==> config.mk <==
export PLATFORM = sky130hd
export DESIGN_NAME = bullet_hit_gen
export DESIGN_NICKNAME = d
export VERILOG_FILES = /design/src/rtl/bullet_hit_gen.sv
export SDC_FILE = /design/constraint.sdc
export NUM_CORES = 1
export LEC_CHECK = 0
export ABC_AREA = 1
export CORE_MARGIN = 8
export CORE_UTILIZATION = 48
export DETAILED_ROUTE_END_ITERATION = 7
export PLACE_DENSITY = 0.74
export SLEW_MARGIN = 40
export SYNTH_ARGS = -nofsm -noshare
export SYNTH_HDL_FRONTEND = slang
export SYNTH_SLANG_ARGS = --single-unit
export TNS_END_PERCENT = 100
==> constraint.sdc <==
create_clock -name frame_clk -period 5.3 [get_ports frame_clk]
set_input_delay 0.53 -clock frame_clk [delete_from_list [all_inputs] [get_ports frame_clk]]
set_output_delay 0.53 -clock frame_clk [all_outputs]
set_load 0.02 [all_outputs]
==> src/rtl/bullet_hit_gen.sv <==
// bullet_hit_gen: one bullet per tank plus the shot_hit1/shot_hit2 pulse emitter.
// Everything advances once per frame_clk edge. Bullets fire on a key-press edge,
// fly in the direction latched at fire time, and despawn on a hit or at the
// playfield border. Hits become single-frame pulses spaced by HIT_GAP low frames
// so the game state machine never misses one.
module bullet_hit_gen #(
    parameter int          SCREEN_W   = 640,
    parameter int          SCREEN_H   = 480,
    parameter int          TANK_W     = 32,
    parameter int          TANK_H     = 32,
    parameter int          BULLET_SZ  = 4,
    parameter int          BULLET_SPD = 4,
    parameter int          HIT_GAP    = 2,
    parameter logic [7:0]  FIRE1_KEY  = 8'h2C,
    parameter logic [7:0]  FIRE2_KEY  = 8'h28
) (
    input  logic        frame_clk,
    input  logic        Reset,
    input  logic [31:0] keycode,
    input  logic        game_over,
    input  logic [9:0]  tank1_x,
    input  logic [9:0]  tank1_y,
    input  logic [1:0]  tank1_dir,
    input  logic [9:0]  tank2_x,
    input  logic [9:0]  tank2_y,
    input  logic [1:0]  tank2_dir,
    output logic [9:0]  bullet1_x,
    output logic [9:0]  bullet1_y,
    output logic        bullet1_on,
    output logic [9:0]  bullet2_x,
    output logic [9:0]  bullet2_y,
    output logic        bullet2_on,
    output logic        shot_hit1,
    output logic        shot_hit2
);

    localparam int CNT_W = (HIT_GAP < 1) ? 1 : $clog2(HIT_GAP + 1);

    // 12-bit working width: coordinate (max 1023) plus box size never overflows.
    localparam logic [11:0] SW12  = 12'(SCREEN_W);
    localparam logic [11:0] SH12  = 12'(SCREEN_H);
    localparam logic [11:0] TW12  = 12'(TANK_W);
    localparam logic [11:0] TH12  = 12'(TANK_H);
    localparam logic [11:0] SZ12  = 12'(BULLET_SZ);
    localparam logic [11:0] SPD12 = 12'(BULLET_SPD);

    localparam logic [9:0] SPD10    = 10'(BULLET_SPD);
    localparam logic [9:0] SPAWN_DX = 10'(TANK_W / 2 - BULLET_SZ / 2);
    localparam logic [9:0] SPAWN_DY = 10'(TANK_H / 2 - BULLET_SZ / 2);

    localparam logic [CNT_W-1:0] GAP_LOAD = CNT_W'(HIT_GAP);
    localparam logic [CNT_W-1:0] CNT_ONE  = CNT_W'(1);
    localparam logic [CNT_W-1:0] CNT_ZERO = '0;

    typedef enum logic {
        IDLE = 1'b0,
        FLY  = 1'b1
    } bullet_state_t;

    // A key counts as pressed when any of the four keycode bytes carries it.
    function automatic logic key_down(input logic [31:0] kc, input logic [7:0] key);
        return (kc[7:0] == key) || (kc[15:8] == key) ||
               (kc[23:16] == key) || (kc[31:24] == key);
    endfunction

    // Strict AABB test: boxes that only share an edge do not collide.
    function automatic logic boxes_overlap(input logic [9:0] bx, input logic [9:0] by,
                                           input logic [9:0] tx, input logic [9:0] ty);
        logic [11:0] bxw, byw, txw, tyw;
        bxw = {2'b00, bx};
        byw = {2'b00, by};
        txw = {2'b00, tx};
        tyw = {2'b00, ty};
        return (bxw < txw + TW12) && (bxw + SZ12 > txw) &&
               (byw < tyw + TH12) && (byw + SZ12 > tyw);
    endfunction

    // True when the next step would carry the bullet outside the playfield.
    function automatic logic leaves_field(input logic [9:0] x, input logic [9:0] y,
                                          input logic [1:0] dir);
        logic [11:0] xw, yw;
        logic        out;
        xw  = {2'b00, x};
        yw  = {2'b00, y};
        out = 1'b0;
        case (dir)
            2'd0:    out = (yw < SPD12);
            2'd1:    out = (xw + SPD12 + SZ12 > SW12);
            2'd2:    out = (yw + SPD12 + SZ12 > SH12);
            default: out = (xw < SPD12);
        endcase
        return out;
    endfunction

    bullet_state_t b1_state, b1_state_next;
    bullet_state_t b2_state, b2_state_next;
    logic [1:0]    b1_dir, b1_dir_next;
    logic [1:0]    b2_dir, b2_dir_next;
    logic [9:0]    b1_x_next, b1_y_next;
    logic [9:0]    b2_x_next, b2_y_next;

    logic          key1_now, key2_now;
    logic          key1_prev, key2_prev;
    logic          fire1_edge, fire2_edge;

    logic          col1, col2;
    logic          pend1, pend2, pend1_next, pend2_next;
    logic [CNT_W-1:0] gap_cnt, gap_cnt_next;
    logic          emit1, emit2;

    assign key1_now   = key_down(keycode, FIRE1_KEY);
    assign key2_now   = key_down(keycode, FIRE2_KEY);
    assign fire1_edge = key1_now && !key1_prev;
    assign fire2_edge = key2_now && !key2_prev;

    // Key history keeps tracking during game_over so a key held across it cannot fire later.
    always_ff @(posedge frame_clk) begin
        if (Reset) begin
            key1_prev <= 1'b0;
            key2_prev <= 1'b0;
        end else begin
            key1_prev <= key1_now;
            key2_prev <= key2_now;
        end
    end

    // Bullet 1 next state: spawn on fire edge, then hit tank2, despawn at border, or step.
    always_comb begin
        b1_state_next = b1_state;
        b1_dir_next   = b1_dir;
        b1_x_next     = bullet1_x;
        b1_y_next     = bullet1_y;
        col2          = 1'b0;
        if (game_over) begin
            b1_state_next = IDLE;
        end else begin
            unique case (b1_state)
                IDLE: begin
                    if (fire1_edge) begin
                        b1_state_next = FLY;
                        b1_x_next     = tank1_x + SPAWN_DX;
                        b1_y_next     = tank1_y + SPAWN_DY;
                        b1_dir_next   = tank1_dir;
                    end
                end
                FLY: begin
                    if (boxes_overlap(bullet1_x, bullet1_y, tank2_x, tank2_y)) begin
                        b1_state_next = IDLE;
                        col2          = 1'b1;
                    end else if (leaves_field(bullet1_x, bullet1_y, b1_dir)) begin
                        b1_state_next = IDLE;
                    end else begin
                        case (b1_dir)
                            2'd0:    b1_y_next = bullet1_y - SPD10;
                            2'd1:    b1_x_next = bullet1_x + SPD10;
                            2'd2:    b1_y_next = bullet1_y + SPD10;
                            default: b1_x_next = bullet1_x - SPD10;
                        endcase
                    end
                end
                default: b1_state_next = IDLE;
            endcase
        end
    end

    // Bullet 2 next state: mirror of bullet 1, tested against tank1.
    always_comb begin
        b2_state_next = b2_state;
        b2_dir_next   = b2_dir;
        b2_x_next     = bullet2_x;
        b2_y_next     = bullet2_y;
        col1          = 1'b0;
        if (game_over) begin
            b2_state_next = IDLE;
        end else begin
            unique case (b2_state)
                IDLE: begin
                    if (fire2_edge) begin
                        b2_state_next = FLY;
                        b2_x_next     = tank2_x + SPAWN_DX;
                        b2_y_next     = tank2_y + SPAWN_DY;
                        b2_dir_next   = tank2_dir;
                    end
                end
                FLY: begin
                    if (boxes_overlap(bullet2_x, bullet2_y, tank1_x, tank1_y)) begin
                        b2_state_next = IDLE;
                        col1          = 1'b1;
                    end else if (leaves_field(bullet2_x, bullet2_y, b2_dir)) begin
                        b2_state_next = IDLE;
                    end else begin
                        case (b2_dir)
                            2'd0:    b2_y_next = bullet2_y - SPD10;
                            2'd1:    b2_x_next = bullet2_x + SPD10;
                            2'd2:    b2_y_next = bullet2_y + SPD10;
                            default: b2_x_next = bullet2_x - SPD10;
                        endcase
                    end
                end
                default: b2_state_next = IDLE;
            endcase
        end
    end

    // Bullet registers; positions hold while idle so the last location stays visible.
    always_ff @(posedge frame_clk) begin
        if (Reset) begin
            b1_state   <= IDLE;
            b2_state   <= IDLE;
            b1_dir     <= 2'd0;
            b2_dir     <= 2'd0;
            bullet1_x  <= 10'd0;
            bullet1_y  <= 10'd0;
            bullet2_x  <= 10'd0;
            bullet2_y  <= 10'd0;
            bullet1_on <= 1'b0;
            bullet2_on <= 1'b0;
        end else begin
            b1_state   <= b1_state_next;
            b2_state   <= b2_state_next;
            b1_dir     <= b1_dir_next;
            b2_dir     <= b2_dir_next;
            bullet1_x  <= b1_x_next;
            bullet1_y  <= b1_y_next;
            bullet2_x  <= b2_x_next;
            bullet2_y  <= b2_y_next;
            bullet1_on <= (b1_state_next == FLY);
            bullet2_on <= (b2_state_next == FLY);
        end
    end

    // Hit emitter: release at most one pending hit per frame, tank1 first, then hold
    // the line low for HIT_GAP frames. New collisions join the pending set afterwards.
    always_comb begin
        emit1        = 1'b0;
        emit2        = 1'b0;
        pend1_next   = pend1;
        pend2_next   = pend2;
        gap_cnt_next = gap_cnt;
        if (game_over) begin
            pend1_next   = 1'b0;
            pend2_next   = 1'b0;
            gap_cnt_next = CNT_ZERO;
        end else begin
            if (gap_cnt == CNT_ZERO) begin
                if (pend1) begin
                    emit1 = 1'b1;
                end else if (pend2) begin
                    emit2 = 1'b1;
                end
            end
            if (emit1 || emit2) begin
                gap_cnt_next = GAP_LOAD;
            end else if (gap_cnt != CNT_ZERO) begin
                gap_cnt_next = gap_cnt - CNT_ONE;
            end
            pend1_next = (pend1 && !emit1) || col1;
            pend2_next = (pend2 && !emit2) || col2;
        end
    end

    // Emitter registers and the registered hit pulses.
    always_ff @(posedge frame_clk) begin
        if (Reset) begin
            pend1     <= 1'b0;
            pend2     <= 1'b0;
            gap_cnt   <= CNT_ZERO;
            shot_hit1 <= 1'b0;
            shot_hit2 <= 1'b0;
        end else begin
            pend1     <= pend1_next;
            pend2     <= pend2_next;
            gap_cnt   <= gap_cnt_next;
            shot_hit1 <= emit1;
            shot_hit2 <= emit2;
        end
    end

endmodule

Word level (Yosys, flattened, before mapping)
Index checks and enable logic that the tools add are counted. Widths: inputs -> output; s select.

$lt $le $gt $ge: 16. Reductions and logical operators: 38. $add $sub $neg: 25. Eq/ne operators: 22. Bitwise logic cells: 3. Mux-type cells: 51.

Operators with widths (count): $pmux 10 s2 (8); $mux 10 (12); $eq 8x6->1 const B (8); $add 11x3->12 const B (4); $gt 12x10->1 (4); $add 10x3->11 const B (4); $add 10x6->11 const B (4); $lt 10x11->1 (4); $add 10x3->10 const B (4); $add 10x4->10 const B (4); $lt 10x3->1 const B (4); $sub 10x3->10 const B (4); $mux 1 (25); $gt 12x10->1 const B (2); $gt 12x9->1 const B (2); $reduce_and 5->1 (4); $ne 2x2->1 const B (8); $logic_and 1x1->1 (10); $logic_or 1x1->1 (9); $logic_not 2->1 (3); $ne 3x1->1 const B (2); $pmux 1 s3 (2); $reduce_and 3->1 (2); $reduce_or 2->1 (3); 9 further kinds (19).

Input port bits: 79. Flip-flop bits (word level): 54. Output and inout port bits: 44.

Logic depth before layout (Yosys ltp)
Depth after elaboration: 11. Depth in mapped cells: 21.

Worst setup path before layout
Ideal clock, no wire load.

Path type: register to register. From: reg bullet2_x[4]. To: reg bullet2_y[3]. Library setup time: 0.116 ns. Path slack: 2.358 ns. Stages on the path, launching flop included: 20. Clock period less this slack: 2.942 ns. Data arrival time: 2.826 ns. Buffers on the path: 1. Cells stage by stage: dfxtp_1 > ha_1 > nand2_1 > inv_1 > nand4_1 > or2_2 > xor2_1 > ha_1 > nand2_1 > inv_1 > nand2_1 > nor3_1 > o21ai_0 > nor2_1 > nand3_1 > nand2_1 > inv_2 > buf_2 > a21oi_1 > nor2_1.

Word-level cells in the longest chain between the ends: 9. Elaborated cells on any way between the ends: 16. Classes of those cells: 2 x add/sub; 4 x order compare; 2 x eq/ne; 4 x mux; 4 x reduce/logical.

Ends and longest elaborated chain: start, declared (RTL line 30) `output logic [9:0] bullet2_x,`; start signal, assigned (RTL line 225) `bullet2_x <= b2_x_next;`; $add 10x3->11 (RTL line 74, 88); $add 11x3->12 (RTL line 88) `2'd1: out = (xw + SPD12 + SZ12 > SW12);`; $gt 12x10->1 (RTL line 88); $pmux 1 s3 (RTL line 86) `case (dir)`; $mux 1 (RTL line 186) `if (boxes_overlap(bullet2_x, bullet2_y, tank1_x, tank1_y)) begin`; $mux 1 (RTL line 176) `unique case (b2_state)`; $mux 1 (RTL line 173) `if (game_over) begin`; $ne 2x2->1 (no line); $reduce_and 5->1 (no line) (*); end signal, assigned (RTL line 226) `bullet2_y <= b2_y_next;`; end, declared (RTL line 31) `output logic [9:0] bullet2_y,`.

Mark *: on every way between the ends. The rest lies on a longest branch, timed or not. The select of a mux whose other input is x is not followed. A chain may end at the register's enable or synchronous reset.

Worst setup path in the final report
From: reg bullet2_x[4]. To: reg bullet2_x[4].

Word-level cells in the longest chain between the ends: 9. Elaborated cells on any way between the ends: 22. Classes of those cells: 4 x add/sub; 4 x order compare; 2 x eq/ne; 8 x mux; 4 x reduce/logical.

Ends and longest elaborated chain (RTL line): $add 10x3->11 (74, 88); $add 11x3->12 (88); $gt 12x10->1 (88); $pmux 1 s3 (86); $mux 1 (186); $mux 1 (176); $mux 1 (173); $ne 2x2->1 (no line); $reduce_and 5->1 (no line).

Several ways; a longest one is shown, not always the timed one. The select of a mux whose other input is x is not followed.

==> flow_metrics.py <==
metrics = {
    "logic_synthesis": {
        "synth_compound_area_share_pct": 16.5,
        "syn_nets": 1357,
        "synthArstFlopShare_pct": 0,
        "synth-seq-cells": 54,
        "synth-xor-area-share_pct": 3.07,
        "muxShareOfSynthArea_pct": 0,
        "synth_cell_types": 48,
        "ys.flop_type": "dfxtp_1",
        "synth_area_mm2": 0.00708,
        "ys_seq_area_share_pct": 15.3,
        "yosys_warnings": 0,
        "synth-simple-area-share_pct": 37.2,
        "synth_top_family_by_area": "simple AND/OR/NAND/NOR gates",
        "synthAdderAreaFrac_pct": 17.3,
        "synthCells": 1180,
        "synth_edf_count": 0,
        "syn_area_per_cell_um2": 6.00,
    },
    "timing": {
        "clock_skew_ps": 6.31,
        "fin_setup_tns_ps": 0,
        "finalSetupViolCount": 0,
        "max_slew_margin_pct": 54.7,
        "drv_slew": 0,
        "rsz0062_at_grt": "no",
        "worstMarginPinSlew_ps": 676,
        "fmax_ghz": 0.300,
        "post-route-min-period_ps": 3330,
        "hold_violations": 0,
        "finalCritPeriodShare_pct": 62.8,
        "whs_ps": 457,
    },
    "clock_tree": {
        "cts_root_buffer": "clkbuf_16",
        "clkSinkCount": 54,
        "cts.htree.levels": 2,
        "clkTransAtPathRegs_ps": 70,
        "insertion_delay_ps": 310,
        "clockBufferDepth": 2,
        "postCtsSetupRepairBufs": 0,
        "cts_made_buffers": 5,
        "cts_resized": 0,
        "ctsHoldBuffers": 0,
        "cts_tree": "built",
    },
    "power_and_ir_drop": {
        "leakage_uw": 0.00411,
        "p_per_area_mw_per_mm2": 124,
        "vdd_drop_max_v": 0.000119,
    },
    "worst_setup_path": {
        "crit_path_cell_trace": "ha_1 > nand2_1 > inv_1 > nand4_1 > or2_2 > xor2_1 > ha_1 > nand2_1 > inv_1 > nand3_1 > nand3_1 > o21ai_0 > nor2_1 > nand3_1 > nand2_1 > inv_1 > nand2_1 > nand2_1 > nand2_1 > nor2_1",
        "cp_common_cell": "nand2_1",
        "rr_worst_depth": 20,
        "end_kind": "flip-flop",
        "worst_ep_arrival_time_ps": 3580,
        "cp_max_fo": 13,
        "cp-startpoint": "bullet2_x[4]",
        "timing.rr.start": "bullet2_x[4]",
        "worstReg2RegEnd": "bullet2_x[4]",
        "crit_slowest_cell": "dfxtp_1",
        "slowest_delay_ps": 490,
        "worst_setup_path_start_kind": "flip-flop",
        "r2r_slack_ps": 1970,
        "critPathKind": "reg2reg",
        "required_ps": 5550,
        "crit_end": "bullet2_x[4]",
    },
    "layout": {
        "drive_gt1_share_pct": 3.19,
        "syn2layout_area_growth_pct": 20.9,
        "antenna_cells": 0,
        "post-route-util_pct": 59.2,
        "nets": 1461,
        "fill_cells": 1468,
    },
    "worst_hold_path": {
        "hold_start": "gap_cnt[0]",
        "min_path_type": "reg2reg",
    },
    "place": {
        "place_hpwl_mm": 18.7,
        "gp_congestion": 0.951,
        "portBuffers": 122,
    },
    "die": {
        "rows": 44,
        "die_h_um": 137,
        "initial_core_util_pct": 48.9,
        "die_area_mm2": 0.0189,
        "core_mm2": 0.0145,
        "boundaryPins": 123,
        "die_w_um": 137,
    },
    "global_routing": {
        "grt.overflow.total": 0,
        "grt_start_max_net_pins": 37,
        "grt_pass1_vias": 7540,
        "grt_usage_pct": 24.4,
        "grt_pass1_wl_mm": 36.8,
        "antenna_found_initial": 0,
    },
    "status": {
        "status": "complete, no violations",
    },
    "run": {
        "drv_cap": 0,
    },
    "detailed_routing": {
        "wl_per_cell_um": 15.8,
        "ant_nets": 0,
        "drc": 0,
        "drt-vias-per-instance": 5.47,
        "routed_wl_mm": 23.2,
        "drt_pass1_iterations": 5,
        "vias": 8033,
        "drt_first_iter_violations": 682,
    },
}
==> how the worst min path moves through the flow <==
stage	endpoint	slack [ps]	cells after the start
finish	gap_cnt[0]	460	1
global route	gap_cnt[0]	480	1
CTS	gap_cnt[0]	460	1
detailed placement	gap_cnt[0]	450	1
global placement	gap_cnt[0]	440	1
floorplan	gap_cnt[0]	430	1
==> final cells by class <==
class / instances / area [um2] / area share [%]
inverter: 163 / 612 / 7.14
sequential: 54 / 1080 / 12.6
timing repair buffer: 125 / 1240 / 14.5
tap: 184 / 230 / 2.69
clock inverter: 1 / 5.00 / 0.0584
multi-input combinational: 935 / 5250 / 61.3
clock buffer: 7 / 143 / 1.67
==> placed cells by master (no fill, tap or decap), types with 2 or more instances in the layout <==
| cell | n |
|---|---|
| o22ai_1 | 6 |
| nand3_4 | 3 |
| xnor2_1 | 4 |
| clkdlybuf4s50_1 | 122 |
| a31oi_1 | 11 |
| o21ai_0 | 72 |
| o211ai_1 | 8 |
| nor4b_1 | 3 |
| o2111ai_1 | 3 |
| dfxtp_1 | 54 |
| inv_1 | 159 |
| ha_1 | 98 |
| nand2_1 | 275 |
| nor2_1 | 163 |
| nor3_1 | 19 |
| or2_2 | 6 |
| o31ai_1 | 6 |
| and2_1 | 3 |
| o21a_1 | 5 |
| nand3_1 | 72 |
| nor4_1 | 2 |
| a21oi_1 | 85 |
| nand3b_1 | 8 |
| buf_4 | 3 |
| nand2_2 | 4 |
| inv_2 | 3 |
| nor2_2 | 7 |
| clkbuf_16 | 5 |
| xor2_1 | 19 |
| nand4_1 | 28 |
| o21ai_1 | 4 |
| o21bai_1 | 4 |
| nand3_2 | 5 |
==> cell usage after synthesis, types with 5 or more instances <==
cell / instances / share of area (%)
inv_1: 159 / 8.4
or2_2: 6 / 0.53
o31ai_1: 6 / 0.64
nand3_1: 72 / 5.1
o21a_1: 5 / 0.53
o22ai_1: 6 / 0.53
a31oi_1: 11 / 0.97
ha_1: 98 / 17
clkbuf_1: 15 / 0.79
o21ai_0: 72 / 5.1
nor3_1: 19 / 1.3
dfxtp_1: 54 / 15
nand3b_1: 8 / 0.85
nand4_1: 28 / 2.5
nor2_2: 7 / 0.62
a21oi_1: 85 / 6.0
o211ai_1: 8 / 0.85
xor2_1: 19 / 2.3
nand2_1: 275 / 15
nand3_2: 5 / 0.71
buf_2: 7 / 0.49
nor2_1: 163 / 8.6
==> where the power goes <==
part	leakage (uW)	internal, uW	switching (uW)
Clock	0.0000739	189	169
Combinational	0.00360	130	160
Sequential	0.000435	409	8.07
==> per-layer routing <==
metal  share of wire (%)  global-route usage [%]
met2                  47                    42.1
met3                 7.3                    3.87
met4                 1.9                    7.36
met5                   0                       0
met1                  44                    30.4
==> stage by stage <==
step	cells	cell area, um2	setup slack [ps]	power, uW
after floorplan	1180	7080	2360	586
after global placement	1461	8420	2020	708
after detailed placement	1461	8420	1930	711
after CTS	1469	8560	2010	1070
after global routing	1469	8560	1620	1120
final	1469	8560	1970	1060
==> flip-flops by register name, indices dropped and copies added, names as in the netlist <==
name	cells
bullet1_x	10
bullet1_y	10
bullet2_x	10
bullet2_y	10
b1_dir	2
b2_dir	2
gap_cnt	2
b1_state	1
b2_state	1
key1_prev	1
key2_prev	1
pend1	1
pend2	1
shot_hit1	1
shot_hit2	1
==> cells by family (layout without fill, tap and decap cells) <==
family,count (synthesis),in the layout
xor gates and xnor gates,24,24
adders and majority gates,98,98
AOI/OAI and AO/OA,211,211
DFF,54,54
buffers and inverters,191,296
and+or+nand+nor,602,602
==> worst max-delay path, delay by kind of cell, from the launching register on <==
family	cells	cell delay [ps]
buffers and inverters	3	480
AOI/OAI and AO/OA	1	190
and+or+nand+nor	13	1420
xor gates and xnor gates	1	200
adders and majority gates	2	500
DFF	1	490
Power figures use the tool's default switching activity.
